===== src/rtl/mm_uart_defs.sv =====
// mm_uart_tx shared definitions: register map, bit positions, FSM encoding.
// Kept in one place so firmware headers can be generated from it.
package mm_uart_defs;

  localparam logic [31:0] MM_UART_BASE = 32'h8000_0200;
  localparam int          MM_UART_IRQ  = 4;

  localparam logic [3:0] A_DATA   = 4'h0;
  localparam logic [3:0] A_STATUS = 4'h4;
  localparam logic [3:0] A_DIV    = 4'h8;
  localparam logic [3:0] A_CTRL   = 4'hC;

  localparam int ST_BUSY  = 0;
  localparam int ST_FULL  = 1;
  localparam int ST_EMPTY = 2;
  localparam int ST_OVF   = 3;
  localparam int ST_LVL   = 4;

  localparam int CT_IRQEN = 0;
  localparam int CT_TXEN  = 1;

  typedef enum logic [1:0] {
    S_IDLE  = 2'd0,
    S_START = 2'd1,
    S_DATA  = 2'd2,
    S_STOP  = 2'd3
  } tx_state_e;

endpackage


===== src/rtl/uart_fifo.sv =====
// Byte FIFO for the UART transmitter: pointer + count, power-of-two depth.
// A push while full is accepted when a pop happens on the same edge.
module uart_fifo #(
  parameter int  DEPTH = 4,
  localparam int AW    = $clog2(DEPTH)
) (
  input  logic        clk,
  input  logic        reset_n,
  input  logic        push_i,
  input  logic        pop_i,
  input  logic [7:0]  wdata_i,
  output logic [7:0]  rdata_o,
  output logic        full_o,
  output logic        empty_o,
  output logic [AW:0] level_o
);

  logic [7:0]    mem_q [DEPTH];
  logic [AW-1:0] wp_q, rp_q;
  logic [AW:0]   cnt_q, cnt_d;
  logic          do_push, do_pop;

  assign empty_o = cnt_q == '0;
  assign full_o  = cnt_q == (AW+1)'(DEPTH);
  assign do_pop  = pop_i & ~empty_o;
  assign do_push = push_i & (~full_o | do_pop);
  assign rdata_o = mem_q[rp_q];
  assign level_o = cnt_q;

  always_comb begin
    cnt_d = cnt_q;
    if (do_push & ~do_pop)
      cnt_d = cnt_q + (AW+1)'(1);
    else if (do_pop & ~do_push)
      cnt_d = cnt_q - (AW+1)'(1);
  end

  always_ff @(posedge clk or negedge reset_n) begin
    if (!reset_n) begin
      wp_q  <= '0;
      rp_q  <= '0;
      cnt_q <= '0;
    end else begin
      cnt_q <= cnt_d;
      if (do_push) wp_q <= wp_q + AW'(1);
      if (do_pop)  rp_q <= rp_q + AW'(1);
    end
  end

  always_ff @(posedge clk) begin
    if (do_push) mem_q[wp_q] <= wdata_i;
  end

endmodule


===== src/rtl/mm_uart_tx.sv =====
// Memory-mapped 8N1 UART transmitter with TX FIFO, baud divisor and irq.
// Bus accesses complete with a one-cycle ready strobe; one effect per access.
module mm_uart_tx
  import mm_uart_defs::*;
#(
  parameter int          FIFO_DEPTH = 4,
  parameter logic [15:0] DIV_RESET  = 16'd233
) (
  input  logic        clk,
  input  logic        reset_n,
  input  logic        select,
  input  logic [3:0]  wstrb,
  input  logic [3:0]  addr,
  input  logic [31:0] data_i,
  output logic        ready,
  output logic [31:0] data_o,
  output logic        txd,
  output logic        irq
);

  localparam int AW = $clog2(FIFO_DEPTH);

  tx_state_e   state_q, state_d;
  logic        ready_q, ready_d;
  logic        done_q, done_d;
  logic [15:0] div_q, div_d;
  logic [15:0] cnt_q, cnt_d;
  logic [2:0]  bit_q, bit_d;
  logic [7:0]  sh_q, sh_d;
  logic        ovf_q, ovf_d;
  logic        irq_en_q, irq_en_d;
  logic        tx_en_q, tx_en_d;
  logic        irq_q;

  logic        push, pop;
  logic        f_full, f_empty;
  logic [7:0]  f_rdata;
  logic [AW:0] f_level;
  logic        wr, busy, tick, can_pop;
  logic [31:0] rd;
  logic        unused_hi;

  assign wr        = ready_q & (wstrb != 4'b0);
  assign push      = wr & wstrb[0] & (addr == A_DATA);
  assign busy      = state_q != S_IDLE;
  assign tick      = cnt_q == 16'd0;
  assign can_pop   = ~f_empty & tx_en_q;
  assign unused_hi = ^data_i[31:16];

  uart_fifo #(.DEPTH(FIFO_DEPTH)) u_fifo (
    .clk     (clk),
    .reset_n (reset_n),
    .push_i  (push),
    .pop_i   (pop),
    .wdata_i (data_i[7:0]),
    .rdata_o (f_rdata),
    .full_o  (f_full),
    .empty_o (f_empty),
    .level_o (f_level)
  );

  // done_q blocks a second ready while the master keeps select high
  always_comb begin
    ready_d  = select & ~ready_q & ~done_q;
    done_d   = select & (ready_q | done_q);
    ovf_d    = ovf_q;
    div_d    = div_q;
    irq_en_d = irq_en_q;
    tx_en_d  = tx_en_q;
    if (wr) begin
      unique case (1'b1)
        addr == A_STATUS: begin
          if (wstrb[0] & data_i[ST_OVF]) ovf_d = 1'b0;
        end
        addr == A_DIV: begin
          if (wstrb[0]) div_d[7:0]  = data_i[7:0];
          if (wstrb[1]) div_d[15:8] = data_i[15:8];
        end
        addr == A_CTRL: begin
          if (wstrb[0]) begin
            irq_en_d = data_i[CT_IRQEN];
            tx_en_d  = data_i[CT_TXEN];
          end
        end
        default: ;
      endcase
    end
    if (push & f_full & ~pop) ovf_d = 1'b1;
  end

  always_comb begin
    rd = '0;
    if (ready_q) begin
      unique case (1'b1)
        addr == A_STATUS: begin
          rd[ST_BUSY]     = busy;
          rd[ST_FULL]     = f_full;
          rd[ST_EMPTY]    = f_empty;
          rd[ST_OVF]      = ovf_q;
          rd[ST_LVL +: 4] = 4'(f_level);
        end
        addr == A_DIV: rd[15:0] = div_q;
        addr == A_CTRL: begin
          rd[CT_IRQEN] = irq_en_q;
          rd[CT_TXEN]  = tx_en_q;
        end
        default: ;
      endcase
    end
  end

  // divisor is sampled only on reload, so a new value waits for a bit edge
  always_comb begin
    state_d = state_q;
    cnt_d   = cnt_q;
    bit_d   = bit_q;
    sh_d    = sh_q;
    pop     = 1'b0;
    unique case (state_q)
      S_IDLE: begin
        if (can_pop) begin
          pop     = 1'b1;
          state_d = S_START;
          cnt_d   = div_q;
          sh_d    = f_rdata;
        end
      end
      S_START: begin
        if (tick) begin
          state_d = S_DATA;
          cnt_d   = div_q;
          bit_d   = 3'd0;
        end else begin
          cnt_d = cnt_q - 16'd1;
        end
      end
      S_DATA: begin
        if (tick) begin
          cnt_d = div_q;
          sh_d  = {1'b0, sh_q[7:1]};
          if (bit_q == 3'd7) state_d = S_STOP;
          else               bit_d   = bit_q + 3'd1;
        end else begin
          cnt_d = cnt_q - 16'd1;
        end
      end
      S_STOP: begin
        if (tick) begin
          cnt_d = div_q;
          if (can_pop) begin
            pop     = 1'b1;
            state_d = S_START;
            sh_d    = f_rdata;
          end else begin
            state_d = S_IDLE;
          end
        end else begin
          cnt_d = cnt_q - 16'd1;
        end
      end
      default: state_d = S_IDLE;
    endcase
  end

  always_ff @(posedge clk or negedge reset_n) begin
    if (!reset_n) begin
      ready_q  <= 1'b0;
      done_q   <= 1'b0;
      ovf_q    <= 1'b0;
      div_q    <= DIV_RESET;
      irq_en_q <= 1'b0;
      tx_en_q  <= 1'b1;
      irq_q    <= 1'b0;
      state_q  <= S_IDLE;
      cnt_q    <= '0;
      bit_q    <= '0;
      sh_q     <= '0;
    end else begin
      ready_q  <= ready_d;
      done_q   <= done_d;
      ovf_q    <= ovf_d;
      div_q    <= div_d;
      irq_en_q <= irq_en_d;
      tx_en_q  <= tx_en_d;
      irq_q    <= irq_en_q & f_empty & ~busy;
      state_q  <= state_d;
      cnt_q    <= cnt_d;
      bit_q    <= bit_d;
      sh_q     <= sh_d;
    end
  end

  assign ready  = ready_q;
  assign data_o = rd;
  assign irq    = irq_q;
  assign txd    = (state_q == S_START) ? 1'b0 :
                  (state_q == S_DATA)  ? sh_q[0] : 1'b1;

endmodule


===== config.mk =====
export PLATFORM = sky130hd
export DESIGN_NAME = mm_uart_tx
export DESIGN_NICKNAME = d
export VERILOG_FILES = /design/src/rtl/mm_uart_defs.sv /design/src/rtl/uart_fifo.sv /design/src/rtl/mm_uart_tx.sv
export SDC_FILE = /design/constraint.sdc
export NUM_CORES = 1
export LEC_CHECK = 0
export CAP_MARGIN = 20
export CORE_MARGIN = 5
export CORE_UTILIZATION = 53
export DETAILED_ROUTE_END_ITERATION = 12
export PLACE_DENSITY = 0.79
export SETUP_SLACK_MARGIN = 0.5
export SYNTH_ARGS = -nofsm -noshare
export SYNTH_HDL_FRONTEND = slang
export SYNTH_HIERARCHICAL = 1
export SYNTH_SLANG_ARGS = --single-unit

===== constraint.sdc =====
create_clock -name clk -period 4.41 [get_ports clk]
set_input_delay 0.882 -clock clk [delete_from_list [all_inputs] [get_ports clk]]
set_output_delay 0.882 -clock clk [all_outputs]
set_load 0.1 [all_outputs]

==> impl_metrics.env <==
export IMPL_status="completed"
export IMPL_max_slew_margin_rel_pct=34.65
export IMPL_startpoint="cnt_q[0]"
export IMPL_cts_repair_resized=0
export IMPL_drt_first_pass_iters=4
export IMPL_die_area_um2=10590
export IMPL_routed_via_density=5.845
export IMPL_max_stage_delay_ps=530
export IMPL_drtIter0Drc=159
export IMPL_min_period_ps=3687
export IMPL_synth_flop_cell="dfrtp_1"
export IMPL_drt_total_wl_um=9381
export IMPL_overflow=0
export IMPL_stdcell_count=530
export IMPL_areaGrowthSynthToFinish_pct=17.11
export IMPL_synth_seq_area_share_pct=52.87
export IMPL_cts_tree="yes"
export IMPL_fill_cells=667
export IMPL_coreArea_um2=8551
export IMPL_syn_area_um2=4577
export IMPL_power_leakage_nw=2.155
export IMPL_max_cap_viol_count=0
export IMPL_avgSynthCellArea_um2=12.11
export IMPL_finalClockSkew_ps=14.00
export IMPL_grt_max_degree=39
export IMPL_setup_violations=0
export IMPL_cts_setup_buffers=0
export IMPL_synthCells=378
export IMPL_start_util_pct=53.53
export IMPL_ys_warn_count=6
export IMPL_mostFrequentLayoutCell="dfrtp_1"
export IMPL_rsz0062_at_grt="false"
export IMPL_routedWlPerCell_um=17.70
export IMPL_antenna_found_initial=0
export IMPL_end_kind="flip-flop"
export IMPL_tns_ps=0
export IMPL_mostFrequentLayoutCells="dfrtp_1, edfxtp_1, clkdlybuf4s50_1"
export IMPL_synth_seq_cells=90
export IMPL_whs_path_depth=1
export IMPL_rr_worst_depth=14
export IMPL_synth_async_sr_flop_share_pct=64.44
export IMPL_gp_congestion=0.8790
export IMPL_root_buffer="clkbuf_8"
export IMPL_rows=34
export IMPL_drc=0
export IMPL_h_tree_depth=3
export IMPL_setup_worst_path_start_class="flip-flop"
export IMPL_clk_pin_slew_ps=90
export IMPL_endpoint="u_fifo/level_o[2]"
export IMPL_drv_slew=0
export IMPL_dp_hpwl_um=6639
export IMPL_ir_worst_vdd_mv=0.2652
export IMPL_grt_usage_pct=18.89
export IMPL_die_h_um=102.9
export IMPL_drive_above_1_share_pct=21.33
export IMPL_final_nets=474
export IMPL_finalPower_mw=2.952
export IMPL_cp_common_cell="inv_1"
export IMPL_cts_sinks=90
export IMPL_crit_path_max_fanout=7
export IMPL_regArea_um2=2420
export IMPL_grt_pass1_wl_um=15470
export IMPL_r2r_start="cnt_q[0]"
export IMPL_antennaDiodeCount=0
export IMPL_finalInstanceArea_um2=5360
export IMPL_grt_pass1_vias=3071
export IMPL_clock_latency_ps=370
export IMPL_worst_pin_slew_ps=977.1
export IMPL_synth_cell_types=65
export IMPL_dp_cells=513
export IMPL_cts_inserted_buffers=9
export IMPL_numPortBuffers=43
export IMPL_worstPathArrival_ps=3970
export IMPL_finalCritPeriodShare_pct=83.60
export IMPL_cts_buffer_depth=2
export IMPL_post_dp_cell_area_um2=5142
export IMPL_path_cells="inv_1, ha_1, or4b_4, nor4_4, a21oi_1, nor3_2, inv_1, a21boi_4, ha_1, inv_1, fa_1, xor2_1, nor2_1, xor2_1"
export IMPL_cts_hold_buffers=0
export IMPL_vias=3098
export IMPL_rr_endpoint="u_fifo/level_o[2]"
export IMPL_fp_dieW_um=102.9
export IMPL_hold_viol_final=0
export IMPL_ios=78
export IMPL_multi_input_comb_area_um2=1951
export IMPL_whs_ps=437.5
export IMPL_path_class="flip-flop to flip-flop"
export IMPL_detail_route_antenna_nets=0
export IMPL_ff2ff_setup_slack_ps=720
export IMPL_clock_fmax_ghz=0.2712
export IMPL_pwr_density_cell_nw_per_um2=550.7
export IMPL_synth_edff_count=32
export IMPL_min_path_type="flip-flop to flip-flop"
export IMPL_worstPathRequired_ps=4700
export IMPL_slowest_stage="or4b_4"
==> metal layers <==
| metal | vias up | wire, µm | track usage (%) |
|---|---|---|---|
| li1 | 1432 | - | - |
| met1 | 1554 | 3978 | 25.53 |
| met2 | 101 | 4784 | 30.93 |
| met3 | 11 | 496 | 2.909 |
| met4 | 0 | 121 | 7.072 |
| met5 | - | 0 | 0 |
==> how the worst min path moves through the flow <==
| stage | from | to | slack [ps] |
|---|---|---|---|
| floorplan | done_q | ready | 410 |
| global placement | done_q | ready | 420 |
| detailed placement | done_q | ready | 430 |
| CTS | done_q | ready | 440 |
| global route | done_q | ready | 460 |
| finish | done_q | ready | 440 |
==> metrics by stage <==
step	worst slack, ps	utilization [%]
final	723.3	62.69
after detailed placement	777.2	60.14
after CTS	740.6	62.55
after global placement	842.4	60.14
after global routing	529.4	62.69
after floorplan	730.4	-
==> cell usage after synthesis, drive strengths merged (4+ instances only) <==
cell     n  area (µm²)
edfxtp  32       960.9
inv     15       56.30
nor3b    5       48.80
nor3    14       75.07
mux2    24       274.0
mux2i   10       100.1
clkbuf  13       50.04
nor2    12       47.55
dfrtp   52        1301
a22o    11       96.34
mux4     8       180.2
nand2   22       82.58
dfstp    6       157.7
ha      13       162.7
nand2b   4       25.02
or4      4       35.03
o21ai   26       130.1
a21oi   21       105.1
and2    14       92.59
buf     21       156.4
nor4     4       40.04
xnor2    4       35.03
==> final cells by class <==
class                      instances  area share [%]
inverter                          15           1.050
clock inverter                     7           1.541
timing repair buffer              47           11.04
clock buffer                       9           2.311
sequential                        90           45.14
tap                              108           2.521
multi-input combinational        254           36.39
==> registers in the layout (all words and copies together) (netlist names), 2 cells and up <==
| register | count |
|---|---|
| u_fifo/rp_q | 2 |
| u_fifo/mem_q | 32 |
| bit_q | 3 |
| state_q | 2 |
| u_fifo/level_o | 3 |
| cnt_q | 16 |
| div_q | 16 |
| u_fifo/wp_q | 2 |
| sh_q | 8 |
==> kinds of logic after synthesis <==
| logic type | after synthesis | share of synthesized area (%) |
|---|---|---|
| and+or+nand+nor | 96 | 12.49 |
| adders and majority gates | 14 | 3.991 |
| AOI/OAI and AO/OA | 80 | 11.56 |
| muxes | 42 | 12.11 |
| DFF | 90 | 52.87 |
| buffers and inverters | 49 | 5.741 |
| xor gates and xnor gates | 6 | 1.148 |
| other | 1 | 0.08193 |
==> power by group <==
part	internal, mW	switching (mW)
Sequential	1.05	0.206
Combinational	0.456	0.649
Clock	0.274	0.322
==> worst max-delay path, delay by kind of cell (launching register included) <==
kind / cells / cell delay, ps
and+or+nand+nor: 4 / 1280
adders and majority gates: 3 / 870
AOI/OAI and AO/OA: 2 / 410
DFF: 1 / 410
xor gates and xnor gates: 2 / 330
buffers and inverters: 3 / 300
Note: power is estimated with default switching activity, not from simulation.
